## src/rtl/rr_stream_mux_if.sv

```systemverilog
// Stream bundle between N producers, the mux and its single consumer.
// master = producer/consumer side, slave = the mux itself.
interface rr_stream_mux_if #(
    parameter int unsigned WIDTH = 8,
    parameter int unsigned N     = 4,
    parameter int unsigned SELW  = $clog2(N)
);
    logic [N*WIDTH-1:0] in_data;
    logic [N-1:0]       in_valid;
    logic [N-1:0]       in_ready;
    logic [WIDTH-1:0]   out_data;
    logic               out_valid;
    logic               out_ready;
    logic [SELW-1:0]    out_src;

    modport master (
        output in_data, in_valid, out_ready,
        input  in_ready, out_data, out_valid, out_src
    );

    modport slave (
        input  in_data, in_valid, out_ready,
        output in_ready, out_data, out_valid, out_src
    );
endinterface

```

## src/rtl/rr_stream_mux.sv

```systemverilog
// N:1 valid/ready stream mux with a registered output stage.
// Channels are picked by explicit select or by round-robin arbitration.
module rr_stream_mux #(
    parameter int unsigned WIDTH = 8,
    parameter int unsigned N     = 4,
    parameter int unsigned SELW  = $clog2(N)
) (
    input  logic            clk,
    input  logic            rst,
    input  logic            mode,
    input  logic [SELW-1:0] sel,
    rr_stream_mux_if.slave  bus
);
    logic [WIDTH-1:0] out_data_q, out_data_d;
    logic             out_valid_q, out_valid_d;
    logic [SELW-1:0]  out_src_q, out_src_d;
    logic [SELW-1:0]  rr_ptr_q, rr_ptr_d;

    logic             space;
    logic             gnt_valid;
    logic [SELW-1:0]  gnt_idx;
    logic [WIDTH-1:0] gnt_data;

    assign space = !out_valid_q || bus.out_ready;

    always_comb begin : grant
        int unsigned idx;
        gnt_valid = 1'b0;
        gnt_idx   = '0;
        idx       = 0;
        if (mode) begin
            // Search starts just after the last granted channel, wrapping modulo N.
            for (int unsigned k = 1; k <= N; k++) begin
                idx = (32'(rr_ptr_q) + k) % N;
                if (!gnt_valid && bus.in_valid[SELW'(idx)]) begin
                    gnt_valid = 1'b1;
                    gnt_idx   = SELW'(idx);
                end
            end
        end else begin
            // Out-of-range sel matches no channel and therefore never grants.
            for (int unsigned i = 0; i < N; i++) begin
                if (sel == SELW'(i) && bus.in_valid[i]) begin
                    gnt_valid = 1'b1;
                    gnt_idx   = sel;
                end
            end
        end
    end

    always_comb begin : data_mux
        gnt_data = '0;
        for (int unsigned i = 0; i < N; i++) begin
            if (gnt_idx == SELW'(i)) begin
                gnt_data = bus.in_data[i*WIDTH +: WIDTH];
            end
        end
    end

    always_comb begin : ready
        bus.in_ready = '0;
        for (int unsigned i = 0; i < N; i++) begin
            bus.in_ready[i] = !rst && gnt_valid && space && (gnt_idx == SELW'(i));
        end
    end

    always_comb begin : next_state
        out_data_d  = out_data_q;
        out_src_d   = out_src_q;
        out_valid_d = out_valid_q && !bus.out_ready;
        rr_ptr_d    = rr_ptr_q;
        if (gnt_valid && space) begin
            out_data_d  = gnt_data;
            out_src_d   = gnt_idx;
            out_valid_d = 1'b1;
            rr_ptr_d    = gnt_idx;
        end
    end

    always_ff @(posedge clk) begin
        if (rst) begin
            out_data_q  <= '0;
            out_valid_q <= 1'b0;
            out_src_q   <= '0;
            rr_ptr_q    <= SELW'(N - 1);
        end else begin
            out_data_q  <= out_data_d;
            out_valid_q <= out_valid_d;
            out_src_q   <= out_src_d;
            rr_ptr_q    <= rr_ptr_d;
        end
    end

    assign bus.out_data  = out_data_q;
    assign bus.out_valid = out_valid_q;
    assign bus.out_src   = out_src_q;
endmodule

```

## src/flat_wrapper.sv

```systemverilog
// flat-port wrapper written by rule: the top's interface ports become plain ports
module rr_stream_mux_flat 
#(
    parameter int unsigned WIDTH = 8,
    parameter int unsigned N     = 4,
    parameter int unsigned SELW  = $clog2(N)
)
  (clk, rst, mode, sel, bus_in_data, bus_in_valid, bus_out_ready, bus_in_ready, bus_out_data, bus_out_valid, bus_out_src);
  rr_stream_mux_if #(.WIDTH(WIDTH), .N(N), .SELW(SELW)) bus_i ();
  input  logic clk;
  input  logic rst;
  input  logic mode;
  input  logic [SELW-1:0] sel;
  input wire logic [$bits(bus_i.in_data)-1:0] bus_in_data;
  input wire logic [$bits(bus_i.in_valid)-1:0] bus_in_valid;
  input wire logic [$bits(bus_i.out_ready)-1:0] bus_out_ready;
  output wire logic [$bits(bus_i.in_ready)-1:0] bus_in_ready;
  output wire logic [$bits(bus_i.out_data)-1:0] bus_out_data;
  output wire logic [$bits(bus_i.out_valid)-1:0] bus_out_valid;
  output wire logic [$bits(bus_i.out_src)-1:0] bus_out_src;
  assign bus_i.in_data = bus_in_data;
  assign bus_i.in_valid = bus_in_valid;
  assign bus_i.out_ready = bus_out_ready;
  assign bus_in_ready = bus_i.in_ready;
  assign bus_out_data = bus_i.out_data;
  assign bus_out_valid = bus_i.out_valid;
  assign bus_out_src = bus_i.out_src;
  rr_stream_mux #(.WIDTH(WIDTH), .N(N), .SELW(SELW)) u_core (.clk(clk), .rst(rst), .mode(mode), .sel(sel), .bus(bus_i));
endmodule
```

## config.mk

```make
export PLATFORM = sky130hd
export DESIGN_NAME = rr_stream_mux_flat
export DESIGN_NICKNAME = d
export VERILOG_FILES = /design/src/rtl/rr_stream_mux_if.sv /design/src/rtl/rr_stream_mux.sv /design/src/flat_wrapper.sv
export SDC_FILE = /design/constraint.sdc
export NUM_CORES = 1
export LEC_CHECK = 0
export ABC_AREA = 1
export BUFFER_PORTS_ARGS = -buffer_cell sky130_fd_sc_hd__buf_4
export CORE_UTILIZATION = 30
export CTS_CLUSTER_DIAMETER = 60
export DETAILED_ROUTE_END_ITERATION = 12
export HOLD_SLACK_MARGIN = 0.02
export PLACE_DENSITY = 0.58
export SLEW_MARGIN = 10
export SYNTH_ARGS = -nofsm -noshare
export SYNTH_HDL_FRONTEND = slang
export SYNTH_SLANG_ARGS = --single-unit
```

## constraint.sdc

```tcl
create_clock -name clk -period 2.6 [get_ports clk]
set_input_delay 0.52 -clock clk [delete_from_list [all_inputs] [get_ports clk]]
set_output_delay 0.52 -clock clk [all_outputs]
set_load 0.02 [all_outputs]
```

==> reports/metrics.cfg, run 1 <==
[route]
post-route-drc-count = 0
route.detailed.vias_per_inst = 4.478
route.vias.total = 1330
detailedRoute.firstPassIterationCount = 4
drt-wirelength-per-cell_um = 10.92
number_of_design_rule_violations_left_by_the_first_detailed_router_iteration = 62
drtAntennaViolNets = 0
detail_route.wirelength_um = 3243

[place]
port_buffers = 56
placed_cells_incl_taps = 290
gp_congestion = 0.8647
hpwlAfterDp_um = 2577

[die]
die_h_um = 63.37
floorplan.die.width_um = 63.37
die_area_mm2 = 0.004016
ioPinCount = 57
placementRows = 21
design.core.area_mm2 = 0.003468
start_util_pct = 32.58

[pwr]
p_leak_uw = 0.0008615
power_density_mw_per_mm2 = 572.6
power.internal_uw = 562.6
power_switching_uw = 403.7
pwr-share-comb_pct = 55.5
irDropWorstVdd_mv = 0.2217
power_frac_clock_pct = 18.4
swShare_pct = 41.78
power.sequential.fraction_pct = 26.1

[global_route]
grt.total_usage_pct = 16.15
grt-ovfl-total = 0
initial_antenna_violation_count = 0
grt_start_max_net_pins = 20
number_of_global_route_vias_before_repair = 1155
grt_pass1_wl_um = 5216

[critical_path]
crit_required_ps = 2080
timing.critical_path.to_type = output port
timing_worst_setup_path_type = in2out
reg2reg_setup_slack_ps = 670
critical_path.startpoint_type = primary input
crit_path_max_fanout = 9
worst-endpoint-arrival_ps = 1910

[timing]
final.period_utilization_pct = 93.39
endpoints_failing_setup = 0
worst_clock_skew_ps = 0.8838
worst_slew_slack_as_a_fraction_of_its_limit_pct = 81.01
hold_violations = 0
achievable-frequency_ghz = 0.4118
hold_slack_ps = 467.9
worst_pin_slew_ps = 284.6
setup-tns-final_ps = 0
rsz0062_at_grt = false
post-route-min-period_ps = 2428
slew_viol_final = 0

[finish]
area.growth.synth_to_final_pct = 49.39
area.sequential_um2 = 261.5
final_cells = 297
fill_cells = 380
final_nets = 294
insertedDiodeCount = 0
drive_gt1_share_pct = 37.85
footprint_of_the_multi_input_gates_um2 = 773.2

[clocking]
cts_tree = yes
clockBufferDepth = 2
numClockSinks = 13
htree_levels = 1
root_buffer = sky130_fd_sc_hd__clkbuf_8
cts_buffers = 3
clkLatencyLatePin_ps = 240
clk_pin_slew_worst_paths_ps = 50

[job]
drv_cap = 0

[synth]
top_area_cells_in_the_synthesized_netlist = sky130_fd_sc_hd__dfxtp_1, sky130_fd_sc_hd__nand2_1, sky130_fd_sc_hd__nand3_1
ys_seq_elements = 13
synth-edff-count = 0
synth.top_cell.area_share_pct = 23.03
postSynthCellCount = 188
post_synth_instance_area_mm2 = 0.001130
ys_seq_area_share_pct = 23.03
synth.avg_cell_area_um2 = 6.010
yosysMostFrequentCell = sky130_fd_sc_hd__nand2_1
synthFlopType = sky130_fd_sc_hd__dfxtp_1
synth_nets = 230
synthesis.yosys.warnings = 0
yosys.area.top_type = sky130_fd_sc_hd__dfxtp_1
synth.cells.most_frequent = sky130_fd_sc_hd__nand2_1, sky130_fd_sc_hd__nand3_1, sky130_fd_sc_hd__nor2_1
synthDistinctLibCells = 26
asyncSetResetFlopFracSynth_pct = 0

[hold_path]
worstHoldPathType = in2reg

[status]
status = completed

[critical path, stage by stage]
cell	delay, ps
sky130_fd_sc_hd__buf_4	110
sky130_fd_sc_hd__inv_1	130
sky130_fd_sc_hd__nand2_1	90
sky130_fd_sc_hd__nand3_1	100
sky130_fd_sc_hd__nand2_2	90
sky130_fd_sc_hd__nor2_4	120
sky130_fd_sc_hd__nand3_2	70
sky130_fd_sc_hd__nand2_2	80
sky130_fd_sc_hd__nand3_4	110
sky130_fd_sc_hd__nand2_8	140
sky130_fd_sc_hd__nand2_2	90
sky130_fd_sc_hd__nor2_1	110
sky130_fd_sc_hd__buf_4	150
[power by group through the flow]
stage                     Clock, uW  Sequential [uW]  Combinational (uW)
after floorplan                   0              283                 329
after global placement            0              256                 515
after detailed placement          0              255                 513
after CTS                       180              252                 514
after global routing            188              256                 592
final                           178              252                 537
[flip-flops by register name, summed over array words and instances, names as in the netlist]
register and cells:
u_core.rr_ptr_q 2, u_core.bus.out_data 8, u_core.bus.out_valid 1, u_core.bus.out_src 2
[cells in the final DEF, fill, tap and decap left out, drive strengths merged, types with 4 or more instances in the layout]
| cell type | Yosys | layout |
|---|---|---|
| nand2 | 80 | 80 |
| inv | 15 | 15 |
| nand4 | 6 | 6 |
| nand3 | 22 | 22 |
| dfxtp | 13 | 13 |
| buf | 6 | 65 |
| a21oi | 7 | 7 |
| nor2 | 18 | 18 |
| o21ai | 13 | 13 |
| clkbuf | 0 | 4 |
[cells by family after synthesis]
family | count (synthesis) | share of synthesized area, %
buffers and inverters | 22 | 10.41
AOI/OAI and AO/OA | 25 | 12.40
and+or+nand+nor | 128 | 54.15
DFF | 13 | 23.03
[per-stage QoR]
stage                     utilization [%]  power (uW)  setup WS [ps]  cell area, um^2
final                               48.67       966.4          171.8             1688
after global routing                48.67        1037          23.29             1688
after CTS                           47.37       945.3          68.93             1643
after detailed placement            46.07       768.1          152.8             1598
after global placement              46.07       770.3          190.8             1598
after floorplan                         -       612.5          119.9             1130
[worst paths after layout]
kind,start,endpoint,cells after the start
worst max-delay path,bus_in_valid[1],bus_in_ready[3],13
worst min-delay path,rst,u_core.bus.out_data[5],2
worst max register to register,u_core.rr_ptr_q[0],u_core.bus.out_data[3],11
worst min register to register,u_core.bus.out_src[1],u_core.bus.out_src[1],2
[repair_timing]
action / 4_1_cts / 5_1_grt
buffers inserted: 0 / 3
gates resized for setup: 0 / 6
hold buffers: 0 / 0
endpoints found under the setup margin: 0 / 4
[per-layer routing]
metal  wire length (um)  up-vias  GRT usage (%)
met4                  8        0          2.557
met5                  0        -              0
met3                142        2          3.261
met1               1626      554          23.58
met2               1466       38          24.47
li1                   -      736              -
[area by class of cell]
class                           instances  share of cell area [%]
Inverter                               16                   3.706
Sequential cell                        13                   15.49
Multi-Input combinational cell        153                   45.81
Clock buffer                            4                   2.669
Tap cell                               46                   3.410
Timing Repair Buffer                   65                   28.91
No activity file was read; power rests on OpenSTA's default activity.
==> inputs of run 2 (changes only) <==
--- a/config.mk
+++ b/config.mk
@@ -11,7 +11,6 @@
 export CTS_CLUSTER_DIAMETER = 60
 export DETAILED_ROUTE_END_ITERATION = 12
 export HOLD_SLACK_MARGIN = 0.02
-export PLACE_DENSITY = 0.58
 export SLEW_MARGIN = 10
 export SYNTH_ARGS = -nofsm -noshare
 export SYNTH_HDL_FRONTEND = slang
==> run 2 against run 1 <==
  * Clock-buffer cell count stayed put
  * Via count grew 2.6%
  * Critical path depth shrank 1
  * Clock skew hardly changed
  * Cell count is 0.34% higher
  * Setup slack got worse by 22 ps
==> reports/metrics.cfg, run 2 (synthesis results as in run 1) <==
[status]
status = completed

[place]
hpwlAfterDp_um = 2507
placed_cells_incl_taps = 289
port_buffers = 56
gp_congestion = 0.8342

[route]
drtAntennaViolNets = 0
drt-wirelength-per-cell_um = 10.81
post-route-drc-count = 0
number_of_design_rule_violations_left_by_the_first_detailed_router_iteration = 51
detailedRoute.firstPassIterationCount = 4
detail_route.wirelength_um = 3222
route.detailed.vias_per_inst = 4.577
route.vias.total = 1364

[clocking]
clk_pin_slew_worst_paths_ps = 50
cts_tree = yes
clockBufferDepth = 2
clkLatencyLatePin_ps = 240
htree_levels = 1
cts_buffers = 3
numClockSinks = 13
root_buffer = sky130_fd_sc_hd__clkbuf_8

[timing]
slew_viol_final = 0
hold_violations = 0
achievable-frequency_ghz = 0.4081
post-route-min-period_ps = 2451
worst_pin_slew_ps = 280.4
endpoints_failing_setup = 0
hold_slack_ps = 458.1
worst_clock_skew_ps = 0.7636
worst_slew_slack_as_a_fraction_of_its_limit_pct = 81.29
final.period_utilization_pct = 94.25
setup-tns-final_ps = 0

[die]
die_h_um = 63.37
start_util_pct = 32.58
design.core.area_mm2 = 0.003468
floorplan.die.width_um = 63.37
ioPinCount = 57
placementRows = 21
die_area_mm2 = 0.004016

[pwr]
p_leak_uw = 0.0008694
power_density_mw_per_mm2 = 575.0
irDropWorstVdd_mv = 0.2291
power_uw = 990.0

[critical_path]
worst-endpoint-arrival_ps = 1930
reg2reg_setup_slack_ps = 630
worst_path_dominant_cell_family = simple AND/OR/NAND/NOR gates
crit_required_ps = 2080
path_common_cell = sky130_fd_sc_hd__nand2_2
worst-r2r-cell-count = 15
critical_path.reg2reg.startpoint = u_core.rr_ptr_q[0]
timing.critical_path.to_type = output port
critical_path.startpoint_type = flip-flop
timing_worst_setup_path_type = reg2out
timing.critical_path.buf_inv = 2
crit_path_max_fanout = 8
path_cells = buf_6 -> nand2_1 -> nand2_2 -> nand2_2 -> nand2_2 -> nor2_4 -> nand2_1 -> o21ai_2 -> a31oi_2 -> nand2_2 -> nor3_2 -> buf_4
reg2reg_to = u_core.bus.out_data[5]
max_stage_delay_ps = 370
cp_slowest_cell = sky130_fd_sc_hd__dfxtp_4

[global_route]
initial_antenna_violation_count = 0
grt_start_max_net_pins = 20
number_of_global_route_vias_before_repair = 1208
grt-ovfl-total = 0
grt_pass1_wl_um = 5361
grt.total_usage_pct = 16.45

[hold_path]
holdPathEnd = u_core.bus.out_src[0]
worstHoldStart = u_core.bus.out_src[0]
min_path_cells = 2
worstHoldPathType = reg2reg

[finish]
layout_common_cells = sky130_fd_sc_hd__nand2_1, sky130_fd_sc_hd__buf_4, sky130_fd_sc_hd__nand3_1
area.sequential_um2 = 265.3
final_nets = 295
area.growth.synth_to_final_pct = 52.38
number_of_flip_flops_in_the_largest_register = 8
finish.utilization_pct = 49.64
drive_gt1_share_pct = 40.48
final_cells = 298
footprint_of_the_multi_input_gates_um2 = 789.5
fill_cells = 388
insertedDiodeCount = 0

[job]
drv_cap = 0

run 2: changes by cell type in the layout (fill, tap and decap cells not counted), sizes merged:
| cell | delta |
|---|---|
| buf | +1 |
run 2: layout make-up:
cell class / count / area share [%]
multi-input combinational: 153 / 45.86
timing repair buffer: 66 / 29.00
sequential: 13 / 15.41
inverter: 16 / 3.779
tap: 46 / 3.343
clock buffer: 4 / 2.616
run 2: worst max-delay path by stage:
stage,endpoint,depth (start not counted),startpoint
6_report,bus_in_ready[0],12,u_core.rr_ptr_q[0]
5_1_grt,bus_in_ready[0],12,u_core.rr_ptr_q[0]
4_1_cts,bus_in_ready[3],12,u_core.rr_ptr_q[0]
3_5_place_dp,bus_in_ready[3],13,bus_in_valid[1]
3_3_place_gp,bus_in_ready[3],13,bus_in_valid[1]
2_1_floorplan,bus_in_ready[0],7,bus_in_valid[1]
run 2: worst register-to-register path, cell delays in order (launching register included):
cell and delay (ps):
sky130_fd_sc_hd__dfxtp_4 370, sky130_fd_sc_hd__buf_6 120, sky130_fd_sc_hd__nand2_1 80, sky130_fd_sc_hd__nand2_2 90, sky130_fd_sc_hd__nand2_2 60, sky130_fd_sc_hd__nand2_2 80
sky130_fd_sc_hd__nor2_4 40, sky130_fd_sc_hd__nand2_1 60, sky130_fd_sc_hd__o21ai_2 60, sky130_fd_sc_hd__a31oi_2 230, sky130_fd_sc_hd__buf_4 140, sky130_fd_sc_hd__buf_4 200
sky130_fd_sc_hd__o21ai_0 110, sky130_fd_sc_hd__inv_1 60, sky130_fd_sc_hd__nand2_1 80, sky130_fd_sc_hd__a21oi_2 110
run 2: metal layers:
metal  vias to the layer above  wire [um]  track usage, %  part of all wire, %
met2                        39       1407           24.60                   44
li1                        741          -               -                    -
met1                       582       1623           23.88                   50
met4                         0         21           5.966                 0.65
met5                         -          0               0                    0
met3                         2        170           1.812                  5.3
run 2: power by group:
part / internal [uW] / switching, uW / total [uW]
registers: 233 / 20.9 / 254
logic: 231 / 325 / 557
clock network: 108 / 71.2 / 179
run 2: metrics by stage:
step / setup WS (ps) / instance area, um^2
after detailed placement: 156.7 / 1590
after floorplan: 119.9 / 1130
after global routing: -21.51 / 1722
after CTS: 47.93 / 1635
final: 149.5 / 1722
after global placement: 184.5 / 1590
run 2: timing repair:
action / CTS / global route
buffers inserted: 0 / 5
resized for setup: 0 / 15
hold buffers: 0 / 0
endpoints found under the setup margin: 0 / 4
